**src/rtl/pc_redirect_unit.sv**
```systemverilog
// rtl/pc_redirect_unit.sv - rv32i program counter owner with branch/jump redirect and timed wrong-path flush
module pc_redirect_unit #(
  parameter logic [31:0] RESET_PC     = 32'h0000_0000,
  parameter int          FLUSH_CYCLES = 2
) (
  input  logic        clk,
  input  logic        rst_n,
  input  logic        stall,
  input  logic        ex_valid,
  input  logic        branch_taken,
  input  logic        jump,
  input  logic        jalr,
  input  logic [31:0] ex_pc,
  input  logic [31:0] imm,
  input  logic [31:0] rs1,
  output logic [31:0] pc,
  output logic [31:0] pc_plus4,
  output logic        flush,
  output logic        redirect,
  output logic        misalign_err,
  output logic [15:0] redirect_cnt
);

  typedef enum logic [1:0] {
    RUN   = 2'd0,
    FLUSH = 2'd1,
    HALT  = 2'd2
  } state_t;

  localparam logic [2:0] CNT_INIT = 3'(FLUSH_CYCLES - 1);

  state_t      state, state_n;
  logic [2:0]  cnt, cnt_n;
  logic [31:0] pc_n;
  logic        flush_n, redirect_n, err_n;
  logic [15:0] rcnt_n;
  logic        take;
  logic [31:0] jalr_sum, target;

  assign pc_plus4 = pc + 32'd4;
  assign take     = ex_valid & (jalr | jump | branch_taken);
  assign jalr_sum = rs1 + imm;
  // JALR clears bit 0 only; a set bit 1 still trips the misalignment halt
  assign target   = jalr ? {jalr_sum[31:1], 1'b0} : (ex_pc + imm);

  always_ff @(posedge clk or negedge rst_n) begin
    if (!rst_n) begin
      state        <= RUN;
      cnt          <= 3'd0;
      pc           <= RESET_PC;
      flush        <= 1'b0;
      redirect     <= 1'b0;
      misalign_err <= 1'b0;
      redirect_cnt <= 16'd0;
    end else begin
      state        <= state_n;
      cnt          <= cnt_n;
      pc           <= pc_n;
      flush        <= flush_n;
      redirect     <= redirect_n;
      misalign_err <= err_n;
      redirect_cnt <= rcnt_n;
    end
  end

  always_comb begin
    state_n    = state;
    cnt_n      = cnt;
    pc_n       = pc;
    flush_n    = flush;
    redirect_n = 1'b0;
    err_n      = misalign_err;
    rcnt_n     = redirect_cnt;
    case (state)
      RUN: begin
        if (take) begin
          if (target[1:0] == 2'b00) begin
            pc_n       = target;
            redirect_n = 1'b1;
            flush_n    = 1'b1;
            cnt_n      = CNT_INIT;
            if (redirect_cnt != 16'hFFFF) rcnt_n = redirect_cnt + 16'd1;
            state_n    = (FLUSH_CYCLES > 1) ? FLUSH : RUN;
          end else begin
            err_n   = 1'b1;
            flush_n = 1'b1;
            state_n = HALT;
          end
        end else begin
          flush_n = 1'b0;
          if (!stall) pc_n = pc_plus4;
        end
      end
      FLUSH: begin
        // EX holds a wrong-path instruction here, so take is deliberately ignored
        if (!stall) pc_n = pc_plus4;
        if (cnt == 3'd0) begin
          flush_n = 1'b0;
          state_n = RUN;
        end else begin
          flush_n = 1'b1;
          cnt_n   = cnt - 3'd1;
        end
      end
      HALT: begin
        flush_n = 1'b1;
        err_n   = 1'b1;
      end
      default: begin
        state_n = RUN;
      end
    endcase
  end

endmodule

```
**config.mk**
```make
export PLATFORM = sky130hd
export DESIGN_NAME = pc_redirect_unit
export DESIGN_NICKNAME = d
export VERILOG_FILES = /design/src/rtl/pc_redirect_unit.sv
export SDC_FILE = /design/constraint.sdc
export NUM_CORES = 1
export LEC_CHECK = 0
export ABC_AREA = 1
export BUFFER_PORTS_ARGS = -buffer_cell sky130_fd_sc_hd__buf_2
export CORE_MARGIN = 1.5
export CORE_UTILIZATION = 35
export CTS_BUF_LIST = sky130_fd_sc_hd__clkbuf_16
export CTS_CLUSTER_DIAMETER = 40
export CTS_CLUSTER_SIZE = 8
export DETAILED_ROUTE_END_ITERATION = 7
export SLEW_MARGIN = 20
export SYNTH_ARGS = -nofsm -noshare
export SYNTH_HDL_FRONTEND = slang
export SYNTH_SLANG_ARGS = --single-unit
```
**constraint.sdc**
```tcl
create_clock -name clk -period 1.9 [get_ports clk]
set_input_delay 0.285 -clock clk [delete_from_list [all_inputs] [get_ports clk]]
set_output_delay 0.285 -clock clk [all_outputs]
set_load 0.03 [all_outputs]
```
# Word level (Yosys, flattened, before mapping)
# Cells that the tools add are included.
# op_classes
add_sub_neg	5
multipliers	0
div	0
order_cmp	0
n_eq_ne	9
n_shift	0
mux	22
n_bitwise	4
reduce_logical	11
# ops
operator	n
32-bit two-way mux	4
32-bit adder	2
32-bit case mux with 2 select lines	1
32-bit by 3-bit adder with 32-bit output, second input constant	1
16-bit by 1-bit adder with 16-bit output, second input constant	1
16-bit != test, second input constant	1
2-bit != test, second input constant	5
3-bit two-way mux	3
4-bit AND reduction	2
1-bit two-way mux	7
2-bit two-way mux	3
2-bit case mux with 3 select lines	1
3-bit case mux with 2 select lines	1
3-bit AND reduction	2
2-bit zero test	2
2-bit nonzero test	2
3-bit zero test	1
3-bit != test, second input constant	1
1-bit case mux with 3 select lines	1
3-bit nonzero test	1
3-bit by 1-bit subtractor with 3-bit output, second input constant	1
2-bit by 1-bit equality test with 1-bit output, second input constant	1
2-bit equality test, second input constant	1
1-bit bitwise OR	2
other kinds (4)	4
# totals
register_bits	56
latchBits	0
ramBits	0
rom_bits	0
in_bits	103
output_inout_bits	83
elab_cells	58
memories	0

# Depth between registers and ports, before layout
# depth
ltp_word	6
ltp_mapped	16
mapped_depth_nobuf	16

# Worst setup path before layout
# No wires, ideal clock.
# synth_path
path_type	register to register
startpoint	register pc[2]
endpoint	register pc[20]
setup_ps	65
t_arrival_ps	2225
t_required_ps	1835
slack_ps	-391
stages_incl_launch_ff	12
path_buffers	0
period_less_slack_ps	2291
path_cell_list	dfrtp_1 ha_1 nand3_2 nor2_2 nand2_2 nor2_1 nand3_1 xor2_1 a21oi_1 nor2_1 nand2_1 nand2_1
# synth_via
elab_chain_len	4
# synth_rtl
item	line	source
start, declared	16	output logic [31:0] pc,
start signal, assigned	58	pc <= pc_n;
32-bit by 3-bit adder with 32-bit output (*)	40	assign pc_plus4 = pc + 32'd4;
named net pc_plus4[20]	17	output logic [31:0] pc_plus4,
32-bit two-way mux (*)	91, 96	
32-bit two-way mux	76	if (take) begin
32-bit case mux with 2 select lines (*)	74	case (state)
# The timed path passes the listed nets; every way through them passes the cells marked *.
# A chain may end at the register's enable or synchronous reset.

# Final worst setup path
# layout_path
startpoint	register pc[7]
endpoint	output port pc_plus4[14]
# layout_via
elab_chain_len	1
# layout_rtl
item	line
32-bit by 3-bit adder with 32-bit output	40
end, declared	17
# No other way between the ends.

==> impl_metrics.csv <==
group,metric,value,unit
floorplan,initial_core_util,35.74,%
floorplan,io_pins,186,
yosys,ys_seq_area_share,15.53,%
worst_setup_path,path_buf_inv,2,
final_layout,area_delta_synth_final,48.29,%
yosys,yosysMostFrequentCell,"nand2_1",
worst_setup_path,rr_worst_depth,13,
sta,max_freq,0.4646,GHz
final_layout,antenna_cells,0,
global_routing,track_usage,24.99,%
final_layout,final_core_util,53.00,%
pwr,power_leakage,7.529,nW
sta,skew,3.492,ps
yosys,synth_largest_area_cell,"nand2_1",
pwr,p_switching,7.206,mW
place,hpwlAfterDp,27510,µm
place,portBuffers,185,
pwr,pwr-share-clk,7.2,%
sta,hold_violations,0,
worst_setup_path,crit_start,"pc[7]",
sta,rsz0062_at_grt,"true",
drt,drt-initial-drc-count,900,
place,dp.cells,2305,
min_path,hold_class,"flop to flop",
drt,drt-total-wl,34500,µm
worst_setup_path,critPathCaptureType,"output pin",
sta,setup_slack,-252.2,ps
worst_setup_path,critical_path.max_stage_delay,420,ps
sta,setup_viol,27,
clock_network,numClockSinks,56,
pwr,combPwrFrac,75.8,%
job,max_cap_viol_count,0,
floorplan,core_area,0.02525,mm²
floorplan,die_w,163.6,µm
pwr,p_seq_share,17.0,%
yosys,yosysWarnings,0,
drt,drc,0,
sta,maxSlewHeadroom,72.62,%
yosys,ys_types,43,
drt,post_drt_wl_per_cell,14.63,µm
global_routing,grt_start_max_net_pins,57,
global_routing,grt_first_pass_wirelength,53340,µm
clock_network,cts_buffers,5,
yosys,syn_avg_cell_area,5.510,µm²
final_layout,nets,2201,
worst_setup_path,critical_path_class,"flop to output pin",
yosys,ys_async_sr_fraction,100.0,%
worst_setup_path,cp.depth,7,
worst_setup_path,worstPathRequired,1620,ps
drt,drtPass1Iterations,5,
yosys,ys_seq_elements,56,
final_layout,fin_cells,2358,
sta,worst_slew_pin_slew,407.5,ps
clock_network,cts_tree,"yes",
yosys,synth_edf_count,0,
drt,dr_total_vias,11370,
worst_setup_path,crit_family,"simple AND/OR/NAND/NOR gates",
global_routing,grt_overflow,0,
clock_network,htreeDepth,2,
clock_network,cts_root_buf,"clkbuf_16",
pwr,intPower,6.317,mW
pwr,ir_drop,0.8803,mV
yosys,synth.area.top_cells,"nand2_1 (26%), dfrtp_1 (16%), inv_1 (12%)",
worst_setup_path,crit_slowest_cell,"dfrtp_1",
drt,ant_nets,0,
drt,via_per_inst,4.823,
yosys,yosys-top-cells-count,"nand2_1 (633), inv_1 (300), nand3_1 (134)",
yosys,syn-num-nets,1812,
place,gp_congestion,0.9126,
final_layout,drive_gt1_share,32.15,%
min_path,hp-start,"misalign_err",
yosys,syn_area,0.009026,mm²
run_status,violations,"negative setup slack",
sta,fin_crit_sh,113.3,%
min_path,holdPathStages,2,
floorplan,die_h,163.6,µm
yosys,synth_flop_cell,"dfrtp_1",
clock_network,clk_latency,300,ps
worst_setup_path,crit_arrival,1870,ps
clock_network,clockBufferDepth,2,
yosys,synth_top_area_share,26.32,%
run_status,status,"complete, but fails checks",
sta,slew_viol_final,0,
worst_setup_path,critPathMaxFanout,3,
place,preCtsSetupSlack,-384.4,ps
floorplan,die_area,0.02676,mm²
floorplan,core.rowCount,58,
worst_setup_path,crit_chain,"nand2_2 > nor3_4 > nand2_4 > nor2_4 > buf_6 > xor2_4 > buf_6",
sta,fin_crit,2152,ps
pwr,swShare,53.29,%
worst_setup_path,reg2reg_from,"pc[7]",
worst_setup_path,start_kind,"flop",
global_routing,grt_pass1_vias,10650,
global_routing,antenna_found_initial,0,
yosys,synth_cells,1638,
worst_setup_path,crit_path_frequent_cell,"buf_6",
pwr,power-per-cell-area,1010,mW/mm²
clock_network,clkTransAtPathRegs,80,ps
==> layout by cell type, fill, tap and decap left out, types with 10 or more instances in the layout <==
| cell | synthesis | final |
|---|---|---|
| a21oi_1 | 60 | 54 |
| buf_2 | 9 | 158 |
| buf_4 | 4 | 205 |
| buf_6 | 3 | 39 |
| dfrtp_1 | 56 | 37 |
| dfrtp_2 | 0 | 19 |
| ha_1 | 69 | 48 |
| ha_4 | 0 | 16 |
| inv_1 | 300 | 285 |
| inv_2 | 4 | 17 |
| nand2_1 | 633 | 585 |
| nand2_2 | 10 | 48 |
| nand2_4 | 0 | 10 |
| nand3_1 | 134 | 120 |
| nand3_2 | 4 | 16 |
| nand4_1 | 13 | 13 |
| nor2_1 | 124 | 100 |
| nor2_2 | 11 | 17 |
| nor2_4 | 1 | 19 |
| nor3_1 | 21 | 13 |
| o21ai_0 | 38 | 36 |
| or2_2 | 10 | 10 |
| xor2_1 | 42 | 22 |
| xor2_2 | 2 | 13 |
==> registers in the layout, summed over array words and instances, names as in the netlist <==
name          cells
pc               32
misalign_err      1
flush             1
redirect_cnt     16
redirect          1
cnt               3
state             2
==> worst paths after layout <==
| path | slack [ps] | endpoint |
|---|---|---|
| worst min register to register | 470 | misalign_err |
| worst min-delay path | 470 | misalign_err |
| worst max-delay path | -250 | pc_plus4[14] |
| min in group asynchronous | 500 | redirect_cnt[11] |
| worst max register to register | -130 | pc[14] |
| max in group asynchronous | 1080 | pc[18] |
==> cell type report <==
cell class / count / area, µm²
clock inverters: 3 / 17.52
clock buffers: 5 / 125.1
inverters: 305 / 1152
flip-flops and latches: 56 / 1425
repair buffers: 409 / 2899
fillers: 2598 / 11870
multi-input cells: 1250 / 7353
well taps: 330 / 412.9
==> power by group through the flow <==
stage | Combinational (mW) | Sequential [mW] | Clock, mW
finish | 10.3 | 2.29 | 0.972
detailed placement | 8.50 | 2.23 | 0
CTS | 9.36 | 2.24 | 0.984
floorplan | 4.46 | 3.07 | 0
global placement | 8.42 | 2.23 | 0
global route | 11.1 | 2.36 | 1.04
==> kinds of logic (layout without fill, tap and decap cells) <==
logic type	count (synthesis)	after routing	synth area share, %
AND/OR/NAND/NOR	994	994	46.66
flip-flops	56	56	15.53
AO/OA/AOI/OAI	132	132	8.151
buffers and inverters	332	722	14.35
XOR/XNOR	53	53	5.309
adder cells (fa/ha/maj)	71	71	10.01
==> repair_timing <==
| action | in CTS | in global routing |
|---|---|---|
| gates resized for setup | 109 | 169 |
| gates cloned | 0 | 0 |
| endpoints found under the hold margin | 34 | 0 |
| pin swaps | 31 | 54 |
| endpoints found under the setup margin | 30 | 58 |
| hold buffers | 1 | 0 |
| setup buffers | 21 | 24 |
==> tightest hold or removal path: stages, from the launching register on <==
cell	delay, ps
dfrtp_1	350
a21oi_1	40
nand2_1	50
==> metrics by stage <==
stage                     hold slack [ps]  instance area [µm²]  setup TNS (ps)  power, mW
after floorplan                    -10.59                 9263          -400.8      7.533
after global placement              314.1                11870           -8672      10.65
after detailed placement            312.5                11870           -9609      10.73
after CTS                           476.3                12540           -3673      12.58
after global routing                493.5                13390           -5996      14.49
final                               468.7                13390           -3869      13.52
==> layer usage <==
layer  up-vias  wire [µm]  share of wire (%)  track usage (%)
li1       5822          -                  -                -
met1      5102      15260                 44            33.07
met2       366      16210                 47            42.66
met3        82       1714                5.0            2.108
met4         0       1321                3.8            8.223
met5         -          0                  0                0
No activity file was read; power rests on OpenSTA's default activity.
